$ cat config.mk
export PLATFORM = sky130hd
export DESIGN_NAME = dlx_issue_stage
export DESIGN_NICKNAME = d
export VERILOG_FILES = /design/src/rtl/dlx_issue_stage.sv
export SDC_FILE = /design/constraint.sdc
export NUM_CORES = 2
export LEC_CHECK = 0
export CAP_MARGIN = 20
export CORE_MARGIN = 5
export CORE_UTILIZATION = 28
export DETAILED_ROUTE_END_ITERATION = 8
export PLACE_DENSITY_LB_ADDON = 0.1
export SLEW_MARGIN = 20
export SYNTH_ARGS = -nofsm -noshare
export SYNTH_HDL_FRONTEND = slang
export SYNTH_SLANG_ARGS = --single-unit
$ cat constraint.sdc
create_clock -name clk -period 44.8 [get_ports clk]
set_clock_uncertainty 0.1 [all_clocks]
set_input_delay 8.96 -clock clk [delete_from_list [all_inputs] [get_ports clk]]
set_output_delay 8.96 -clock clk [all_outputs]
set_load 0.005 [all_outputs]
$ cat src/rtl/dlx_issue_stage.sv
// DLX issue stage: decodes one ALU-class instruction, reads the register file,
// strobes the downstream registered ALU and writes its result back to rd.
module dlx_issue_stage #(
    parameter int NUM_REGS = 32,
    parameter int DATA_W   = 32
) (
    input  logic              clk,
    input  logic              rst,
    input  logic              instr_valid,
    output logic              instr_ready,
    input  logic [31:0]       instr,
    output logic              alu_ex,
    output logic [3:0]        alu_i,
    output logic [DATA_W-1:0] alu_op1,
    output logic [DATA_W-1:0] alu_op2,
    input  logic [DATA_W-1:0] alu_res,
    input  logic              alu_carry,
    input  logic              alu_z,
    output logic              done,
    output logic              illegal,
    output logic              flag_c,
    output logic              flag_z,
    input  logic [4:0]        dbg_addr,
    output logic [DATA_W-1:0] dbg_data
);

    typedef enum logic [1:0] {S_IDLE, S_DECODE, S_EXEC, S_WB} state_t;

    localparam logic [5:0] OP_LHI = 6'h0F;

    state_t            r_state;
    logic [31:0]       r_instr;
    logic [DATA_W-1:0] r_regs [NUM_REGS];
    logic [3:0]        r_alu_i;
    logic [DATA_W-1:0] r_op1;
    logic [DATA_W-1:0] r_op2;
    logic              r_ex;
    logic              r_done;
    logic              r_illegal;
    logic              r_flag_c;
    logic              r_flag_z;

    logic [5:0]        w_opcode;
    logic [5:0]        w_func;
    logic [4:0]        w_rs1;
    logic [4:0]        w_rs2;
    logic [4:0]        w_rd;
    logic              w_rtype;
    logic              w_legal;
    logic              w_sext;
    logic [3:0]        w_alu_i;
    logic [DATA_W-1:0] w_imm_ext;
    logic [DATA_W-1:0] w_op1;
    logic [DATA_W-1:0] w_op2;

    assign w_opcode = r_instr[31:26];
    assign w_rs1    = r_instr[25:21];
    assign w_rs2    = r_instr[20:16];
    assign w_func   = r_instr[5:0];
    assign w_rtype  = (w_opcode == 6'h00);
    assign w_rd     = w_rtype ? r_instr[15:11] : r_instr[20:16];

    // NOTE: every output of a combinational block gets a default first, so no path can infer a latch.
    always_comb begin
        w_legal = 1'b1;
        w_sext  = 1'b0;
        w_alu_i = 4'd0;
        if (w_rtype) begin
            case (w_func)
                6'h20:   w_alu_i = 4'd1;
                6'h22:   w_alu_i = 4'd2;
                6'h24:   w_alu_i = 4'd3;
                6'h25:   w_alu_i = 4'd4;
                6'h26:   w_alu_i = 4'd5;
                6'h04:   w_alu_i = 4'd6;
                6'h06:   w_alu_i = 4'd7;
                6'h07:   w_alu_i = 4'd14;
                6'h28:   w_alu_i = 4'd10;
                6'h29:   w_alu_i = 4'd13;
                6'h2A:   w_alu_i = 4'd12;
                6'h2C:   w_alu_i = 4'd11;
                default: w_legal = 1'b0;
            endcase
        end else begin
            case (w_opcode)
                6'h08:   begin w_alu_i = 4'd1;  w_sext = 1'b1; end
                6'h0A:   begin w_alu_i = 4'd2;  w_sext = 1'b1; end
                6'h0C:   w_alu_i = 4'd3;
                6'h0D:   w_alu_i = 4'd4;
                6'h0E:   w_alu_i = 4'd5;
                OP_LHI:  w_alu_i = 4'd0;
                6'h14:   w_alu_i = 4'd6;
                6'h16:   w_alu_i = 4'd7;
                6'h17:   w_alu_i = 4'd14;
                6'h18:   begin w_alu_i = 4'd10; w_sext = 1'b1; end
                6'h19:   begin w_alu_i = 4'd13; w_sext = 1'b1; end
                6'h1A:   begin w_alu_i = 4'd12; w_sext = 1'b1; end
                6'h1C:   begin w_alu_i = 4'd11; w_sext = 1'b1; end
                default: w_legal = 1'b0;
            endcase
        end
    end

    assign w_imm_ext = w_sext ? {{(DATA_W-16){r_instr[15]}}, r_instr[15:0]}
                              : {{(DATA_W-16){1'b0}}, r_instr[15:0]};
    // LHI ignores rs1 so the ALU's <<16 sees a clean zero operand.
    assign w_op1     = (w_opcode == OP_LHI) ? '0 : r_regs[w_rs1];
    assign w_op2     = w_rtype ? r_regs[w_rs2] : w_imm_ext;

    // NOTE: state is updated with non-blocking assignments only, so every read sees the pre-edge value.
    always_ff @(posedge clk or posedge rst) begin
        if (rst) begin
            r_state   <= S_IDLE;
            r_instr   <= '0;
            r_alu_i   <= '0;
            r_op1     <= '0;
            r_op2     <= '0;
            r_ex      <= 1'b0;
            r_done    <= 1'b0;
            r_illegal <= 1'b0;
            r_flag_c  <= 1'b0;
            r_flag_z  <= 1'b0;
            // NOTE: the register file is small and must read back zero after reset, so it lives in flops.
            for (int i = 0; i < NUM_REGS; i++) r_regs[i] <= '0;
        end else begin
            r_ex      <= 1'b0;
            r_done    <= 1'b0;
            r_illegal <= 1'b0;
            case (r_state)
                S_IDLE: begin
                    if (instr_valid) begin
                        r_instr <= instr;
                        r_state <= S_DECODE;
                    end
                end
                S_DECODE: begin
                    if (w_legal) begin
                        r_alu_i <= w_alu_i;
                        r_op1   <= w_op1;
                        r_op2   <= w_op2;
                        r_ex    <= 1'b1;
                        r_state <= S_EXEC;
                    end else begin
                        r_illegal <= 1'b1;
                        r_state   <= S_IDLE;
                    end
                end
                S_EXEC: begin
                    r_done  <= 1'b1;
                    r_state <= S_WB;
                end
                S_WB: begin
                    if (w_rd != 5'd0) r_regs[w_rd] <= alu_res;
                    r_flag_c <= alu_carry;
                    r_flag_z <= alu_z;
                    r_state  <= S_IDLE;
                end
                default: r_state <= S_IDLE;
            endcase
        end
    end

    assign instr_ready = (r_state == S_IDLE);
    assign alu_ex      = r_ex;
    assign alu_i       = r_alu_i;
    assign alu_op1     = r_op1;
    assign alu_op2     = r_op2;
    assign done        = r_done;
    assign illegal     = r_illegal;
    assign flag_c      = r_flag_c;
    assign flag_z      = r_flag_z;
    assign dbg_data    = (dbg_addr == 5'd0) ? '0 : r_regs[dbg_addr];

endmodule
---- Word-level counts from Yosys, hierarchy flattened ----
Cells that the tools add are included.
storage, ports and cells
  bits in registers ....................... 1,131
  word-level logic and storage cells ...... 124
operators by class
  $lt $le $gt $ge ......................... 5
  eq/ne operators ......................... 29
  muxes and demuxes ....................... 33
  bitwise logic cells ..................... 4
  reductions and logical operators ........ 11
operator list
  operator                                                    count
  bitwise mux 1024 bit                                        1
  binary-select mux 32 bit (select 5 bit)                     3
  two-way mux 32 bit                                          11
  demux 32 bit (select 5 bit)                                 1
  case mux 4 bit (12 select lines)                            2
  == test 6 bit, second input constant                        9
  == test 6 x 5 -> 1 bit, second input constant               7
  == test 6 x 4 -> 1 bit, second input constant               6
  greater-or-equal comparator 6 bit, second input constant    4
  NOT 5 -> 6 bit                                              4
  == test 6 x 3 -> 1 bit, second input constant               3
  OR reduction 13 bit                                         1
  OR reduction 12 bit                                         1
  two-way mux 1 bit                                           10
  case mux 2 bit (4 select lines)                             1
  zero test 6 bit                                             1
  less-than comparator 6 x 1 -> 1 bit, second input constant  1
  AND reduction 2 bit                                         3
  OR reduction 6 bit                                          1
  zero test 5 bit                                             1
  two-way mux 5 bit                                           1
  nonzero test 5 bit                                          1
  == test 2 bit, second input constant                        2
  two-way mux 2 bit                                           2
  other kinds (5)                                             5

---- Depth between registers and ports, before layout ----
  depth in word-level cells ............... 8
  mapped depth ............................ 10
  gate-level depth less buffers ........... 6

---- Worst setup path after synthesis ----
OpenSTA, ideal clock, no wires.
  path kind ............................... in2out
  start ................................... input dbg_addr[0]
  end ..................................... output dbg_data[10]
  data arrival time ....................... 11.089 ns
  required time ........................... 35.740 ns
  path slack .............................. 24.651 ns
  cell stages on the path ................. 7
  cells stage by stage .................... clkbuf_1 buf_2 buf_1 mux4_2 mux4_2 nand2_1 o21ai_0
between the ends
  longest elaborated chain between the ends .. 5
  elaborated cells on any way between the ends .. 6
RTL lines
  element                                                line  RTL
  from (decl)                                            23    input logic [4:0] dbg_addr,
  NOT 5 -> 6 bit (not written as such)                   172   assign dbg_data = (dbg_addr == 5'd0) ? '0 : r_regs[dbg_addr];
  binary-select mux 32 bit (select 5 bit)                172
  two-way mux 32 bit (not written as such) (2 in a row)  172
  two-way mux 32 bit *                                   172
  to (decl)                                              24    output logic [DATA_W-1:0] dbg_data
Every way passes the cells marked *; elsewhere a longest branch is shown, timed or not. The select of a mux whose other input is x is not followed.

---- Final worst setup path ----
  start ................................... input dbg_addr[0]
  end ..................................... output dbg_data[30]
The elaborated chain is that of the path after synthesis.

==> summary.md <==
| Metric | Value |
|---|---|
| Most frequent cell after synthesis | dfrtp_1 |
| RSZ-0062 raised after global routing | no |
| Design Area, Final | 77220 sq um |
| Psw | between 0.002 and 0.0025 W |
| Hold crit path type | reg2reg |
| Area added between synthesis and finish | 14.77% |
| Initial antenna violation count | 22 |
| DP HPWL | approximately 180000 um |
| Data required, critical path | roughly 36 ns |
| CTS tree | done |
| Final Hold Viols | 0 |
| Routed len/inst | between 30 and 40 um |
| Routed wire length | approximately 300000 um |
| Root Buffer | clkbuf_16 |
| Residual DRC | 0 |
| CP cell instances | buf_8 -> buf_4 -> buf_4 -> mux4_2 -> mux4_2 -> nand2_1 -> o21ai_0 -> clkdlybuf4s50_1 |
| Synth Flop Type | dfrtp_1 |
| Clk pwr share | 0.213 |
| P_leak | 32.02 nW |
| Area share of the leading cell type in the synthesized netlist | 0.4207 |
| Starting Density | 0.2805 |
| Slew headroom | 0.2138 |
| Sequential power share | 0.331 |
| Die Area | roughly 250000 sq um |
| Switching Share | 0.4158 |
| # setup viols final | 0 |
| Ys Warns | 0 |
| Clk buf depth | 3 |
| Dpl ws | ~22 ns |
| I/O pin total | 180 |
| Vias | a little under 50000 |
| CTS buffer count | approximately 150 |
| Max-cap violations | 0 |
| Syn Inst Count | ~5000 |
| Dpl cell area | 72600 sq um |
| Clock transition at path regs | 0.06 ns |
| CP peak stage delay | a little under 0.8 ns |
| Synth area leader | dfrtp_1 |
| Synth Cell Area | 67280 sq um |
| Worst VDD drop | approximately 0.044 mV |
| Final Max Tran Viols | 0 |
| Multi-input logic area | ~37000 sq um |
| Largest net degree at the start of global routing | roughly 160 |
| List of most frequent post-synthesis cells | 1131 x dfrtp_1, 1060 x mux2_2, 552 x mux2i_1, 502 x mux4_2, 346 x clkbuf_1 |
| Syn_area_per_cell | 13.47 sq um |
| Main area contributors after synthesis | dfrtp_1 42%, mux2_2 18%, mux4_2 17% |
| Post CTS Setup Buffer Count | 0 |
| GP Congestion | 0.7897 |
| GRT Residual Overflow | 0 |
| ANT nets after route | 0 |
| Synthesized net count | about 5100 |
| Total global-route track usage | 0.2365 |
| First-pass GRT wire length | roughly 420000 um |
| Post-CTS Hold Fix Bufs | 0 |
| EDFF count, synth | 0 |
| Vias per cell | between 5 and 6 |
| Crit path max-delay family | buffers and inverters |
| Fmax | ~45 MHz |
| Row cnt | 180 |
| Setup ws final | ~23 ns |
| H-tree depth reported by CTS | 4 |
| Crit Path Max Fanout | 57 |
| Critical Path End Type | output pin |
| Crit path buf inv count | 4 |
| Post-synthesis sequential area ratio | 0.4207 |
| Initial DRC Count | 4501 |
| FF+latch count, synth | 1131 |
| Slew @ Worst Pin | 1.175 ns |
| Layout cells sized above 1 | 0.4092 |
| Cell Int Power | approximately 0.0033 W |
| Reg area | between 20000 and 30000 sq um |
| Clock Sinks | about 1100 |
| Die X | 500.2 um |
| Final worst-path cycle share | 0.4958 |
| Post-layout nets | 4993 |
| Crit path DAT | between 10 and 15 ns |
| Setup_tns | 0 ns |
| # port buffers | 179 |
| Netlist cell types | 55 |
| Worst setup SP type | input port |
| Status | complete, no violations |
| Clock Latency Late Sink | a little over 0.8 ns |
| Vias in the first global route | between 40000 and 50000 |
| Post-cts resize count | 0 |
| CORE AREA | 239900 sq um |
| PwrDens | just over 70 nW/um^2 |
| Pre-antenna DRT Iters | 5 |
| CP max stage cell | buf_4 |
| Die Y | between 500 and 600 um |
| CP Class | in2out |
| Asr flop ratio synth | 1.000 |
| Logic pwr share | 0.456 |
| Post-layout min period | around 22 ns |
| Filler Cells Inserted | ~24000 |
==> final timing paths <==
kind	depth (start not counted)	start	slack (ns)	to
min	0	r_regs[1013]	0.32	r_regs[1013]
min in group asynchronous	2	rst	8.56	alu_op2[22]
max in group asynchronous	6	rst	32.06	r_regs[333]
max reg2reg	9	r_instr[16]	38.77	alu_op2[13]
min reg2reg	0	r_regs[1013]	0.32	r_regs[1013]
max	8	dbg_addr[0]	22.59	dbg_data[30]
==> cell type report <==
cell class	instances	share of cell area
multi-input combinational	3254	0.4791
timing repair buffer	345	0.03947
sequential	1131	0.3668
tap	3185	0.05161
antenna	5	0.0001620
clock inverter	42	0.005866
clock buffer	209	0.05485
inverter	41	0.002090
==> per-stage QoR <==
step | util | cells | hold slack [ns] | total power, W
3_5_place_dp | 0.3027 | 7956 | 0.3086 | 0.004391
6_report | 0.3219 | 8212 | 0.3209 | 0.005587
3_3_place_gp | 0.3025 | 7953 | 0.3167 | 0.004394
4_1_cts | 0.3222 | 8207 | 0.3191 | 0.005613
5_1_grt | 0.3219 | 8211 | 0.3356 | 0.005843
2_1_floorplan | - | 4995 | 0.3618 | 0.003322
==> power groups by stage <==
| stage | Clock, W | Sequential, W | Combinational, W |
|---|---|---|---|
| 4_1_cts | 0.00123 | 0.00183 | 0.00255 |
| 3_3_place_gp | 0 | 0.00187 | 0.00253 |
| 2_1_floorplan | 0 | 0.00162 | 0.00170 |
| 5_1_grt | 0.00126 | 0.00190 | 0.00268 |
| 3_5_place_dp | 0 | 0.00185 | 0.00254 |
| 6_report | 0.00119 | 0.00185 | 0.00255 |
==> metal layers <==
| layer | routed length (um) | vias up | global-route usage |
|---|---|---|---|
| li1 | - | 19470 | - |
| met1 | 136300 | 26330 | 0.3308 |
| met2 | 136300 | 1799 | 0.3679 |
| met3 | 17580 | 457 | 0.04423 |
| met4 | 10900 | 10 | 0.08195 |
| met5 | 69 | - | 0 |
==> placed cells by master (no fill, tap or decap), types with 16 or more instances in the layout <==
cell type	Yosys	routed
nor4_1	31	24
nand4_1	30	30
a221o_1	27	27
inv_1	40	39
a21oi_1	89	77
buf_2	136	22
clkinv_2	0	19
nand3_1	31	28
a31oi_1	28	28
a22o_1	59	59
clkbuf_16	0	150
nor2_1	19	16
o22a_1	30	30
mux4_2	502	502
dfrtp_1	1131	1125
o31ai_1	29	28
o21ai_0	41	41
mux2_2	1060	1060
clkdlybuf4s50_1	0	152
o221ai_1	26	26
mux2_1	36	36
nand2_1	101	99
o22ai_1	68	68
and3_1	17	16
nor3_1	33	32
a211oi_1	37	37
nor2b_1	45	41
buf_4	10	158
nand2b_1	23	21
clkbuf_1	346	33
a22oi_1	246	246
a21oi_4	1	16
clkbuf_8	0	26
mux2i_1	552	552
==> registers in the layout, summed over array words and instances (netlist names), named ones only <==
register  count
alu_ex        1
alu_i         4
alu_op1      32
alu_op2      32
done          1
flag_c        1
flag_z        1
illegal       1
r_instr      32
r_regs     1024
r_state       1
==> cell families (layout without fill, tap and decap cells) <==
logic type,after synthesis,in the layout,synth area share
xor+xnor,2,2,0.0002604
buf+inv,610,637,0.03757
simple gates,381,381,0.03096
fa+ha+maj,3,3,0.0004463
other cells,0,5,0
mux,2150,2150,0.4336
flops,1131,1131,0.4207
compound gates,718,718,0.07651
Power figures use the tool's default switching activity.
